==> config.mk <==
export PLATFORM = sky130hd
export DESIGN_NAME = cmd_queue_arbiter
export DESIGN_NICKNAME = d
export VERILOG_FILES = /design/src/rtl/cmd_queue_arbiter.sv
export SDC_FILE = /design/constraint.sdc
export NUM_CORES = 1
export LEC_CHECK = 0
export ABC_AREA = 1
export BUFFER_PORTS_ARGS = -buffer_cell sky130_fd_sc_hd__clkbuf_2
export CORE_MARGIN = 5
export CORE_UTILIZATION = 30
export CTS_BUF_LIST = sky130_fd_sc_hd__clkbuf_4 sky130_fd_sc_hd__clkbuf_8 sky130_fd_sc_hd__clkbuf_16
export CTS_CLUSTER_DIAMETER = 150
export DETAILED_ROUTE_END_ITERATION = 8
export GPL_TIMING_DRIVEN = 0
export HOLD_SLACK_MARGIN = 0.08
export PLACE_DENSITY_LB_ADDON = 0.05
export SYNTH_ARGS = -nofsm -noshare
export SYNTH_HDL_FRONTEND = slang
export SYNTH_SLANG_ARGS = --single-unit
==> constraint.sdc <==
create_clock -name clk -period 2.8 [get_ports clk]
set_clock_uncertainty 0.15 [all_clocks]
set_input_delay 0.42 -clock clk [delete_from_list [all_inputs] [get_ports clk]]
set_output_delay 0.42 -clock clk [all_outputs]
set_load 0.1 [all_outputs]
==> src/rtl/cmd_queue_arbiter.sv <==
// ============================================================================
// Module   : cmd_queue_arbiter
// Brief    : Round-robin, burst-bounded write arbiter and read scheduler for
//            the negedge-clocked CPU command queue; tracks queue occupancy.
// Revision : 1.0 - initial release
// ============================================================================
`default_nettype none

module cmd_queue_arbiter #(
  parameter int DATA_W    = 30,
  parameter int DEPTH     = 16,
  parameter int CNT_W     = 5,
  parameter int MAX_BURST = 4
) (
  input  logic              clk,
  input  logic              reset,
  input  logic              req_a,
  input  logic [DATA_W-1:0] data_a,
  output logic              gnt_a,
  input  logic              req_b,
  input  logic [DATA_W-1:0] data_b,
  output logic              gnt_b,
  output logic              q_write,
  output logic [DATA_W-1:0] q_data,
  output logic              q_read,
  input  logic              cons_ready,
  output logic              out_valid,
  output logic [CNT_W-1:0]  count,
  output logic              full,
  output logic              empty
);

  localparam int BURST_W = (MAX_BURST > 1) ? $clog2(MAX_BURST) : 1;
  localparam logic [BURST_W-1:0] C_BURST_LAST = BURST_W'(MAX_BURST - 1);
  localparam logic [CNT_W-1:0]   C_DEPTH      = CNT_W'(DEPTH);
  localparam logic [CNT_W-1:0]   C_ONE        = CNT_W'(1);

  typedef enum logic [1:0] {
    ST_IDLE  = 2'd0,
    ST_OWN_A = 2'd1,
    ST_OWN_B = 2'd2
  } state_t;

  state_t               r_state;
  state_t               w_state_nxt;
  logic                 r_last_b;      // 1: B owned last, so A wins the next tie
  logic                 w_last_b_nxt;
  logic [BURST_W-1:0]   r_burst;
  logic [BURST_W-1:0]   w_burst_nxt;
  logic [CNT_W-1:0]     r_count;
  logic                 w_own_req;
  logic                 w_oth_req;
  logic                 w_wr;
  logic                 w_rd;

  assign count = r_count;
  assign full  = (r_count == C_DEPTH);
  assign empty = (r_count == '0);
  assign gnt_a = (r_state == ST_OWN_A) && req_a && !full;
  assign gnt_b = (r_state == ST_OWN_B) && req_b && !full;
  assign w_wr  = gnt_a || gnt_b;
  assign w_rd  = cons_ready && !empty;

  assign w_own_req = (r_state == ST_OWN_B) ? req_b : req_a;
  assign w_oth_req = (r_state == ST_OWN_B) ? req_a : req_b;

  always_comb begin
    w_state_nxt  = r_state;
    w_last_b_nxt = r_last_b;
    w_burst_nxt  = r_burst;
    case (r_state)
      ST_IDLE: begin
        if (req_a && (!req_b || r_last_b)) begin
          w_state_nxt  = ST_OWN_A;
          w_last_b_nxt = 1'b0;
          w_burst_nxt  = '0;
        end else if (req_b) begin
          w_state_nxt  = ST_OWN_B;
          w_last_b_nxt = 1'b1;
          w_burst_nxt  = '0;
        end
      end
      ST_OWN_A, ST_OWN_B: begin
        // Ownership and burst position freeze while the queue is full.
        if (!full) begin
          if (!w_own_req) begin
            if (w_oth_req) begin
              w_state_nxt  = (r_state == ST_OWN_A) ? ST_OWN_B : ST_OWN_A;
              w_last_b_nxt = (r_state == ST_OWN_A);
              w_burst_nxt  = '0;
            end else begin
              w_state_nxt = ST_IDLE;
            end
          end else if (r_burst == C_BURST_LAST) begin
            w_burst_nxt = '0;
            if (w_oth_req) begin
              w_state_nxt  = (r_state == ST_OWN_A) ? ST_OWN_B : ST_OWN_A;
              w_last_b_nxt = (r_state == ST_OWN_A);
            end
          end else begin
            w_burst_nxt = r_burst + BURST_W'(1);
          end
        end
      end
      default: begin
        w_state_nxt = ST_IDLE;
      end
    endcase
  end

  always_ff @(posedge clk or negedge reset) begin
    if (!reset) begin
      r_state  <= ST_IDLE;
      r_last_b <= 1'b1;
      r_burst  <= '0;
    end else begin
      r_state  <= w_state_nxt;
      r_last_b <= w_last_b_nxt;
      r_burst  <= w_burst_nxt;
    end
  end

  // Queue strobes are launched here so they are stable at the queue's negedge.
  always_ff @(posedge clk or negedge reset) begin
    if (!reset) begin
      q_write   <= 1'b0;
      q_data    <= '0;
      q_read    <= 1'b0;
      out_valid <= 1'b0;
      r_count   <= '0;
    end else begin
      q_write   <= w_wr;
      q_read    <= w_rd;
      out_valid <= q_read;
      if (w_wr) begin
        q_data <= gnt_a ? data_a : data_b;
      end
      case ({w_wr, w_rd})
        2'b10:   r_count <= r_count + C_ONE;
        2'b01:   r_count <= r_count - C_ONE;
        default: r_count <= r_count;
      endcase
    end
  end

endmodule

`default_nettype wire

* Yosys cells after proc, flatten, opt, wreduce, memory -nomap -nowiden *
Cells that the tools add are included.

operators by class
  reductions and logical operators = 19
  mux-type cells = 27
  eq/ne operators = 11
  add/subtract/negate cells = 3

operator list
  operator               count
  $mux W30               1
  $mux W2                14
  $ne A3 B3 Y1 const B   4
  $reduce_and A4 Y1      3
  $pmux W5 S2            1
  $mux W1                8
  $pmux W2 S2            2
  $eq A2 B2 Y1 const B   3
  $logic_and A1 B1 Y1    6
  $add A5 B1 Y5 const B  1
  $eq A5 B5 Y1 const B   1
  $logic_not A5 Y1       1
  $sub A5 B1 Y5 const B  1
  $eq A2 B1 Y1 const B   2
  $reduce_bool A2 Y1     2
  $logic_not A1 Y1       3
  $add A2 B1 Y2 const B  1
  $logic_not A2 Y1       1
  $logic_or A1 B1 Y1     2
  $ne A2 B2 Y1 const B   1
  $pmux W1 S2            1
  $reduce_or A2 Y1       1

word-level totals
  bits in registers = 43
  bits of input ports = 65
  output and inout port bits = 42

* Logic depth before layout (Yosys ltp) *
Gate-level depths: netlist of run 1.

  word-level depth = 7
  gate-level depth with buffers = 17
  mapped depth without buffers = 16

* Worst setup path before layout of run 1 *
Ideal clock, no wire load.

  path kind = register -> register
  start = register r_count[1], in the netlist count[1]
  end = register r_count[4], in the netlist count[4]
  period minus slack after synthesis = 3020 ps
  setup slack = -220 ps
  buffers on the path = 1
  data arrival time = 2750 ps
  stages on the path, launching flop included = 16
  cell sequence = dfrtp_1 -> nor2_2 -> nand3_2 -> nand2_2 -> nand2_2 -> inv_2 -> buf_4 -> ha_1 -> fa_1 -> nand2_1 -> nand2_1 -> nand2_1 -> nand2_1 -> xor2_1 -> nand2_1 -> nand2_1

between the ends
  longest elaborated chain between the ends = 6
  elaborated cells between the ends (all ways) = 14

ends and longest elaborated chain
  item                                               line    source
  from (decl)                                        50      logic [CNT_W-1:0] r_count;
  from (signal assigned)                             139     2'b10: r_count <= r_count + C_ONE;
  from (signal assigned)                             140     2'b01: r_count <= r_count - C_ONE;
  from (signal assigned)                             141     default: r_count <= r_count;
  $eq A5 B5 Y1 *                                     57      assign full = (r_count == C_DEPTH);
  $logic_not A1 Y1 *                                 n/a
  $logic_and A1 B1 Y1, on equally long branches      59, 60
  $logic_or A1 B1 Y1 *                               61      assign w_wr = gnt_a || gnt_b;
  via w_wr                                           53      logic w_wr;
  $eq A2 B1 Y1 or $eq A2 B2 Y1 (tied branches)       138     case ({w_wr, w_rd})
  $pmux W5 S2 or $reduce_bool A2 Y1 (tied branches)  n/a

The timed path passes the listed nets; every way through them passes the cells marked *.
A chain may end at the register's enable or synchronous reset.

* Final worst setup path of run 1 *
  start = register r_state[1]
  end = register r_count[4], in the netlist count[4]

between the ends
  longest elaborated chain between the ends = 6
  elaborated cells between the ends (all ways) = 11

ends and longest elaborated chain
  item                                                         line    source
  from (decl)                                                  44      state_t r_state;
  from (signal assigned)                                       117     r_state <= w_state_nxt;
  $eq A2 B1 Y1 or $eq A2 B2 Y1 (tied branches)                 59, 60
  $logic_and A1 B1 Y1, on equally long branches (2 in series)  59, 60
  $logic_or A1 B1 Y1 *                                         61
  via w_wr                                                     53
  $eq A2 B1 Y1 or $eq A2 B2 Y1 (tied branches)                 138
  $pmux W5 S2 or $reduce_bool A2 Y1 (tied branches)            n/a

Marks and branches as above.

==> results of run 1 <==
layout make-up:
cell class                 instances  area, sq um  share of cell area, %
buffer                            13        97.59                  3.152
clock buffer                       6        76.32                  2.465
clock inverter                     2        12.51                 0.4040
inverter                          22        82.58                  2.667
multi-input combinational        211         1080                  34.87
sequential                        43         1086                  35.07
tap                               99        123.9                  4.000
timing repair buffer             107        538.0                  17.37
cell families (layout without fill, tap and decap cells):
family	count (synthesis)	count (layout)	synth area share [%]
buf+inv	35	150	7.869
xor+xnor	3	3	1.148
compound gates	13	13	3.224
flops	43	43	47.05
simple gates	185	185	34.92
fa+ha+maj	10	10	5.792
worst paths after layout:
check	from	end	slack, ns	cells past startpoint
max reg2reg	r_state[1]	count[4]	0.19	17
max in group asynchronous	reset	r_state[0]	1.56	1
min reg2reg	q_read	out_valid	0.22	0
min	reset	q_data[27]	0.17	1
min in group clk	data_a[6]	q_data[6]	0.19	3
max	r_state[1]	count[4]	0.19	17
per-layer routing:
layer | up-vias | part of all wire [%] | global-route usage (%)
li1 | 1157 | - | -
met1 | 1008 | 46 | 18.31
met2 | 79 | 45 | 21.14
met3 | 7 | 7.2 | 4.164
met4 | 0 | 1.3 | 3.834
met5 | - | 0 | 0
flip-flops by register name, summed over array words and instances (netlist names):
| name | count |
|---|---|
| count | 5 |
| r_burst | 2 |
| q_write | 1 |
| out_valid | 1 |
| q_read | 1 |
| q_data | 30 |
| r_state | 2 |
| r_last_b | 1 |
cell usage after synthesis (all sizes together):
library cell,n
xnor2,1
ha,9
nand3,63
or2,1
nand2,104
o211ai,2
o21ai,6
o22a,1
nand4,2
inv,22
nand3b,1
a21oi,4
dfrtp,42
fa,1
buf,13
dfstp,1
xor2,2
nor2,14
cell usage in the layout (no fill, tap or decap), drive strengths merged:
| cell | instances |
|---|---|
| fa | 1 |
| xor2 | 2 |
| nand2 | 104 |
| dfstp | 1 |
| nand3b | 1 |
| dfrtp | 42 |
| clkinvlp | 1 |
| o21ai | 6 |
| o211ai | 2 |
| ha | 9 |
| a21oi | 4 |
| clkinv | 1 |
| or2 | 1 |
| inv | 22 |
| nand4 | 2 |
| nand3 | 63 |
| nor2 | 14 |
| o22a | 1 |
| clkbuf | 112 |
| xnor2 | 1 |
| buf | 14 |
worst max-delay path, delay by kind of cell (launching register included):
kind | cells | cell delay [ns]
xor+xnor | 1 | 0.13
fa+ha+maj | 3 | 0.74
buf+inv | 4 | 0.43
flops | 1 | 0.45
simple gates | 9 | 0.59
per-stage QoR:
| stage | worst slack (ns) | utilization (%) | instances | hold WS, ns | cell area [sq um] |
|---|---|---|---|---|---|
| 6_report | 0.1930 | 42.24 | 503 | 0.1719 | 3097 |
| 5_1_grt | 0.007542 | 42.24 | 503 | 0.1847 | 3097 |
| 4_1_cts | 0.07024 | 41.49 | 502 | 0.1824 | 3042 |
| 3_5_place_dp | 0.007831 | 40.25 | 494 | 0.2098 | 2950 |
| 3_3_place_gp | 0.01040 | 40.25 | 494 | 0.2086 | 2950 |
| 2_1_floorplan | 0.05597 | - | 289 | -0.02559 | 2296 |
timing repair:
action | CTS | global route
pin swaps | 0 | 0
hold buffers | 0 | 0
resized for setup | 1 | 10
buffers inserted | 0 | 1
setup endpoints to repair | 1 | 3
hold endpoints to repair | 0 | 0
==> run_results.csv, run 1 <==
group,metric,value,unit
outcome,run_status,"complete, no violations",
floorplan,placeableCoreArea,7331,sq um
global_routing,grt_start_max_net_pins,44,
synthesis,synth.cell_area,2290,sq um
global_routing,overall_overflow_remaining_after_global_route,0,
timing,report.final.slew_viol_count,0,
clock_tree,tritoncts.num_buffers,5,
floorplan,chipWidth,97.37,um
detailed_routing,route.antenna.remaining_nets,0,
synthesis,synth_sequential_area_ratio,47.05,%
critical_path,worst_path_largest_cell_delay,0.45,ns
clock_tree,cts.htree.levels,2,
layout,flow.area_growth_from_synthesis,35.25,%
clock_tree,clockBufferDepth,2,
place,placement.io_buffers,106,
detailed_routing,vias_per_cell,4.475,
critical_path,critical_path_class,"flop to flop",
timing,fin_crit,2.607,ns
global_routing,grt_pass1_wl,10650,um
detailed_routing,post_drt_wl_per_cell,12.94,um
clock_tree,clock_sinks,43,
timing,max_clock_freq,383.6,MHz
timing,min_period_over_period,93.11,%
synthesis,synth_nets,364,
critical_path,critical_path.cell_chain,"inv_1 -> ha_4 -> nand2_1 -> inv_1 -> nand2_4 -> nand2_4 -> inv_2 -> buf_4 -> ha_4 -> fa_1 -> nand2_1 -> nand2_1 -> nand2_1 -> nand2_1 -> xor2_1 -> nand2_1 -> nand2_1",
timing,max_slew_margin,25.63,%
place,place.gp.congestion,0.8100,
detailed_routing,finalWirelength,6511,um
critical_path,critical_path.slowest_cell,"sky130_fd_sc_hd__dfrtp_2",
layout,design.final.nets,478,
synthesis,netlist_top_cells_area,"sky130_fd_sc_hd__dfrtp_1 46%, sky130_fd_sc_hd__nand2_1 17%, sky130_fd_sc_hd__nand3_1 14%",
timing,rsz_0062_raised_after_global_routing,"false",
clock_tree,clk_pin_slew,0.09,ns
floorplan,die_area,9480,sq um
floorplan,dieHeight,97.37,um
global_routing,first_global_vias,2167,
global_routing,antenna_found_initial,0,
synthesis,synth.avg_cell_area,7.923,sq um
synthesis,netlist.area_leader.share,45.90,%
synthesis,ys_warn_count,0,
critical_path,required,2.84,ns
clock_tree,latest_clock_arrival_within_the_worst_skew_pair,0.29,ns
layout,fillers,769,
detailed_routing,drt_pre_antenna_iters,4,
flow_run,timing.max_cap.violations,0,
detailed_routing,vias,2251,
synthesis,synth.distinct_cells,24,
layout,antenna_cells_inserted,0,
clock_tree,tritoncts,"yes",
detailed_routing,route.detailed.drc,0,
floorplan,floorplan.initialDensity,31.23,%
place,hpwl,4953,um
critical_path,timing.critical_path.from_type,"flop",
timing,setup_tns,0,ns
timing,endpoints_failing_setup,0,
synthesis,synth_area_leader_cell,"sky130_fd_sc_hd__dfrtp_1",
critical_path,cp_common_cell,"sky130_fd_sc_hd__nand2_1",
critical_path,critical_path_peak_fanout,10,
timing,tightest_pin_transition,1.116,ns
synthesis,synthesized_netlist_cell_count,289,
critical_path,worstSetupEndpointType,"flop",
global_routing,track_usage,13.62,%
floorplan,row_count,31,
synthesis,synth_seq_cells,43,
floorplan,design.portCount,107,
layout,drive_gt1_share,36.88,%
clock_tree,ctsRootBufferMaster,"sky130_fd_sc_hd__clkbuf_8",
hold_path,hold_class,"input port to async pin",
critical_path,arrival,2.65,ns
detailed_routing,drt-initial-drc-count,103,
timing,report.final.hold_viol_count,0,
Power of run 1 is not shown: default switching activity piles up to over one toggle a cycle in this logic, so the estimate is an artifact.
==> run 2: changes to the inputs <==
--- a/config.mk
+++ b/config.mk
@@ -7,6 +7,7 @@
 export LEC_CHECK = 0
 export ABC_AREA = 1
 export BUFFER_PORTS_ARGS = -buffer_cell sky130_fd_sc_hd__clkbuf_2
+export CORE_ASPECT_RATIO = 0.5
 export CORE_MARGIN = 5
 export CORE_UTILIZATION = 30
 export CTS_BUF_LIST = sky130_fd_sc_hd__clkbuf_4 sky130_fd_sc_hd__clkbuf_8 sky130_fd_sc_hd__clkbuf_16
@@ -15,6 +16,7 @@
 export GPL_TIMING_DRIVEN = 0
 export HOLD_SLACK_MARGIN = 0.08
 export PLACE_DENSITY_LB_ADDON = 0.05
+export REMOVE_ABC_BUFFERS = 1
 export SYNTH_ARGS = -nofsm -noshare
 export SYNTH_HDL_FRONTEND = slang
 export SYNTH_SLANG_ARGS = --single-unit
==> run 2 against run 1 <==
  * Register-to-register slack about the same
  * First-iteration DRC count shrank 18%
  * Global-route usage is essentially flat
  * Via count is 1.7% lower
  * Final area is 0.93% lower
  * Non-clock buffer count shrank 12
  * Die area rose by 1.1%
  * Utilization down 0.66 points
  * Cell count is 2.8% lower
  * Highest routed layer unchanged
  * Worst setup slack got worse by 0.023 ns
  * Sequential share of layout area about the same
==> run_results.csv, run 2 (synthesized netlist as in run 1, its figures left out) <==
group,metric,value,unit
global_routing,first_global_vias,2218,
timing,fin_crit,2.630,ns
clock_tree,clockBufferDepth,2,
layout,fillers,801,
layout,sequential_cell_area,1077,sq um
place,hpwl,4554,um
hold_path,hold_class,"input port to async pin",
timing,max_slew_margin,27.79,%
layout,layout_common_cells,"104 x sky130_fd_sc_hd__clkbuf_2, 101 x sky130_fd_sc_hd__nand2_1, 62 x sky130_fd_sc_hd__nand3_1",
timing,endpoints_failing_setup,0,
critical_path,critical_path.cell_chain,"inv_1 -> ha_1 -> nand2_1 -> inv_2 -> nand2_8 -> buf_4 -> inv_4 -> buf_4",
floorplan,chipWidth,133.6,um
place,placement.io_buffers,106,
layout,layout_commonest_cell,"sky130_fd_sc_hd__clkbuf_2",
clock_tree,cts.htree.levels,2,
critical_path,worst_path_largest_cell_delay,0.41,ns
clock_tree,clk_pin_slew,0.06,ns
critical_path,r2r_slack,0.18,ns
timing,min_period_over_period,93.94,%
timing,setup_tns,0,ns
flow_run,timing.max_cap.violations,0,
critical_path,arrival,2.06,ns
global_routing,grt_pass1_wl,10560,um
clock_tree,ctsRootBufferMaster,"sky130_fd_sc_hd__clkbuf_16",
timing,max_clock_freq,380.2,MHz
critical_path,worst_r2r_startpoint,"r_state[1]",
detailed_routing,drt-initial-drc-count,84,
floorplan,placeableCoreArea,7377,sq um
floorplan,row_count,22,
layout,design.final.nets,467,
floorplan,die_area,9586,sq um
detailed_routing,vias_per_cell,4.526,
layout,multi_input_area,1080,sq um
critical_path,worstSetupEndpointType,"output pin",
critical_path,cp_common_cell,"sky130_fd_sc_hd__buf_4",
global_routing,overall_overflow_remaining_after_global_route,0,
critical_path,critical_path.slowest_cell,"sky130_fd_sc_hd__dfrtp_1",
detailed_routing,route.antenna.remaining_nets,0,
outcome,run_status,"complete, no violations",
layout,antenna_cells_inserted,0,
detailed_routing,finalWirelength,6555,um
critical_path,timing.critical_path.from_type,"flop",
global_routing,grt_start_max_net_pins,44,
critical_path,capture_point_of_the_worst_reg_to_reg_path,"count[4]",
place,place.gp.congestion,0.7715,
clock_tree,clock_sinks,43,
global_routing,track_usage,13.66,%
timing,rsz_0062_raised_after_global_routing,"false",
detailed_routing,route.detailed.drc,0,
critical_path,critical_path_peak_fanout,29,
clock_tree,number_of_buffers_inserted_by_hold_repair_at_cts,0,
clock_tree,tritoncts,"yes",
layout,largest_reg_flops,30,
floorplan,design.portCount,107,
critical_path,critical_path_class,"flop to output pin",
floorplan,floorplan.initialDensity,31.04,%
detailed_routing,vias,2213,
critical_path,rr_worst_depth,16,
timing,report.final.hold_viol_count,0,
clock_tree,tritoncts.num_buffers,5,
critical_path,required,2.23,ns
timing,report.final.slew_viol_count,0,
clock_tree,latest_clock_arrival_within_the_worst_skew_pair,0.28,ns
global_routing,antenna_found_initial,0,
critical_path,worst_setup_path_startpoint,"r_state[1]",
layout,drive_gt1_share,33.08,%
layout,flow.area_growth_from_synthesis,33.99,%
detailed_routing,post_drt_wl_per_cell,13.40,um
floorplan,dieHeight,71.78,um
timing,tightest_pin_transition,1.083,ns
detailed_routing,drt_pre_antenna_iters,4,
timing,minimum_setup_slack_in_the_final_design,0.1697,ns
place,placement.setup.worst_slack,-0.6667,ns
layout,largest-register,"q_data",
run 2: worst max-delay path by stage:
stage	endpoint	slack [ns]
2_1_floorplan	count[4]	-0.51
3_3_place_gp	count[4]	-0.66
3_5_place_dp	count[4]	-0.67
4_1_cts	count[4]	-0.02
5_1_grt	count[4]	0.02
6_report	gnt_a	0.17
run 2: repair_timing:
action | CTS | global route
setup buffers | 0 | 2
gates cloned | 0 | 1
setup endpoints to repair | 7 | 4
gates resized for setup | 9 | 8
pin swaps | 0 | 1
run 2: worst max-delay path, delay by kind of cell, from the launching register on:
| kind | cells | cell delay [ns] |
|---|---|---|
| adders and majority gates | 1 | 0.21 |
| buffers and inverters | 5 | 0.99 |
| DFF | 1 | 0.41 |
| and+or+nand+nor | 2 | 0.15 |
run 2: cell type report:
cell class	instances	area share (%)
Clock inverter	2	0.4078
Inverter	22	3.100
Clock buffer	6	4.323
Sequential cell	43	35.11
Multi-Input combinational cell	212	35.20
Timing Repair Buffer	108	17.94
Tap cell	96	3.915
run 2: stage by stage:
step                      instances  hold WS (ns)  instance area [sq um]  util, %
after detailed placement        478        0.2266                   2843    38.53
after floorplan                 276      -0.02559                   2192        -
after global routing            489        0.2017                   3068    41.59
after CTS                       486        0.1978                   3022    40.96
after global placement          478        0.2118                   2843    38.53
final                           489        0.1754                   3068    41.59
run 2: layer usage:
layer | wire, um | vias up | GRT usage (%)
li1 | - | 1141 | -
met1 | 3016 | 1010 | 16.09
met2 | 3045 | 57 | 24.10
met3 | 446 | 5 | 4.839
met4 | 46 | 0 | 3.421
met5 | 0 | - | 0
Power of run 2 is left out for the same reason.
==> run 3: changes to the inputs <==
--- a/config.mk
+++ b/config.mk
@@ -16,7 +16,9 @@
 export GPL_TIMING_DRIVEN = 0
 export HOLD_SLACK_MARGIN = 0.08
 export PLACE_DENSITY_LB_ADDON = 0.05
+export RECOVER_POWER = 100
 export REMOVE_ABC_BUFFERS = 1
+export SLEW_MARGIN = 20
 export SYNTH_ARGS = -nofsm -noshare
 export SYNTH_HDL_FRONTEND = slang
 export SYNTH_SLANG_ARGS = --single-unit
==> run 3 against run 2 <==
  * Non-clock buffer count rose by 1
  * Critical path type unchanged
  * Fmax fell by 0.21%
  * First-iteration DRC count fell by 15%
==> run_results.csv, run 3 (synthesized netlist as in run 1, its figures left out) <==
group,metric,value,unit
detailed_routing,post_drt_wl_per_cell,13.40,um
detailed_routing,vias_per_cell,4.449,
hold_path,worst_hold_path.num_cells,3,
global_routing,overall_overflow_remaining_after_global_route,0,
floorplan,floorplan.initialDensity,31.04,%
floorplan,placeableCoreArea,7377,sq um
clock_tree,cts.htree.levels,2,
critical_path,timing.critical_path.from_type,"flop",
critical_path,rr_worst_depth,16,
timing,max_clock_freq,379.4,MHz
global_routing,first_global_vias,2194,
timing,rsz_0062_raised_after_global_routing,"false",
detailed_routing,route.detailed.drc,0,
floorplan,die_area,9586,sq um
timing,fin_crit,2.636,ns
timing,endpoints_failing_setup,0,
global_routing,track_usage,13.70,%
timing,report.final.hold_viol_count,0,
timing,min_period_over_period,94.14,%
timing,report.final.slew_viol_count,0,
clock_tree,clk_pin_slew,0.06,ns
clock_tree,ctsRootBufferMaster,"sky130_fd_sc_hd__clkbuf_16",
timing,max_slew_margin,18.33,%
global_routing,grt_pass1_wl,10470,um
layout,multi_input_area,1080,sq um
detailed_routing,drt-initial-drc-count,71,
layout,layout_commonest_cell,"sky130_fd_sc_hd__nand2_1",
clock_tree,clockBufferDepth,2,
floorplan,design.portCount,107,
place,placement.setup.worst_slack,-0.6743,ns
floorplan,row_count,22,
detailed_routing,finalWirelength,6564,um
layout,largest-register,"q_data",
floorplan,dieHeight,71.78,um
layout,sequential_cell_area,1077,sq um
layout,largest_reg_flops,30,
layout,antenna_cells_inserted,0,
clock_tree,clock_sinks,43,
clock_tree,tritoncts.num_buffers,5,
critical_path,critical_path_class,"flop to output pin",
layout,design.final.nets,468,
clock_tree,latest_clock_arrival_within_the_worst_skew_pair,0.29,ns
place,placement.io_buffers,106,
floorplan,chipWidth,133.6,um
layout,drive_gt1_share,23.35,%
hold_path,hold_class,"input port to flop",
timing,minimum_setup_slack_in_the_final_design,0.1641,ns
flow_run,timing.max_cap.violations,0,
critical_path,arrival,2.07,ns
critical_path,required,2.23,ns
timing,tightest_pin_transition,1.230,ns
layout,flow.area_growth_from_synthesis,32.24,%
outcome,run_status,"complete, no violations",
clock_tree,tritoncts,"yes",
place,place.gp.congestion,0.7715,
detailed_routing,vias,2180,
layout,fillers,824,
layout,layout_common_cells,"101 x sky130_fd_sc_hd__nand2_1, 66 x sky130_fd_sc_hd__clkbuf_2, 62 x sky130_fd_sc_hd__nand3_1",
detailed_routing,drt_pre_antenna_iters,4,
global_routing,grt_start_max_net_pins,44,
critical_path,critical_path_peak_fanout,29,
global_routing,antenna_found_initial,0,
critical_path,worstSetupEndpointType,"output pin",
place,hpwl,4548,um
detailed_routing,route.antenna.remaining_nets,0,
[run 3: cell count changes in the layout (fill, tap and decap cells not counted)]
cell,delta
sky130_fd_sc_hd__buf_2,+1
sky130_fd_sc_hd__clkbuf_1,+38
sky130_fd_sc_hd__clkbuf_2,-38
sky130_fd_sc_hd__clkbuf_4,-1
sky130_fd_sc_hd__dlygate4sd3_1,+1
[run 3: cell type report]
cell class / instances / share of cell area (%)
inverters: 22 / 3.141
repair buffers: 109 / 16.86
well taps: 96 / 3.967
clock buffers: 6 / 4.380
multi-input cells: 212 / 35.66
flip-flops and latches: 43 / 35.58
clock inverters: 2 / 0.4132
[run 3: worst paths after layout]
kind	start	end	slack (ns)
max	r_state[1]	gnt_a	0.16
min	data_a[8]	q_data[8]	0.20
max reg2reg	r_state[1]	count[4]	0.17
min reg2reg	q_read	out_valid	0.23
max in group asynchronous	reset	q_data[24]	1.11
min in group asynchronous	reset	r_state[1]	0.72
[run 3: through the flow]
step	instance area, sq um	utilization, %	instances	hold slack (ns)	TNS (ns)
global placement	2843	38.53	478	0.2118	-2.256
finish	3028	41.04	490	0.2021	0
global route	3028	41.04	490	0.1997	0
detailed placement	2845	38.57	478	0.2220	-2.413
floorplan	2192	-	276	-0.02559	-1.747
CTS	3037	41.16	487	0.1951	-0.009789
[run 3: critical path: stages, from the launching register on]
cell and delay [ns]:
sky130_fd_sc_hd__dfrtp_1 0.41, sky130_fd_sc_hd__inv_1 0.09, sky130_fd_sc_hd__ha_1 0.21, sky130_fd_sc_hd__nand2_1 0.08, sky130_fd_sc_hd__inv_2 0.15, sky130_fd_sc_hd__nand2_8 0.07, sky130_fd_sc_hd__buf_4 0.16, sky130_fd_sc_hd__inv_4 0.24
sky130_fd_sc_hd__buf_4 0.36
[run 3: layer usage]
layer  up-vias  routed length, um  GRT usage [%]
met3         5                359          4.488
met2        49               2950          23.65
met1       989               3195          16.53
met4         0                 59          4.105
met5         -                  0              0
li1       1137                  -              -
[run 3: repair_timing]
action | CTS | global route
pin swaps | 0 | 1
setup endpoints to repair | 6 | 4
hold buffers | 1 | 0
resized for setup | 10 | 7
endpoints found under the hold margin | 42 | 0
cloned | 0 | 1
buffers inserted | 0 | 2
Power of run 3 is left out for the same reason.
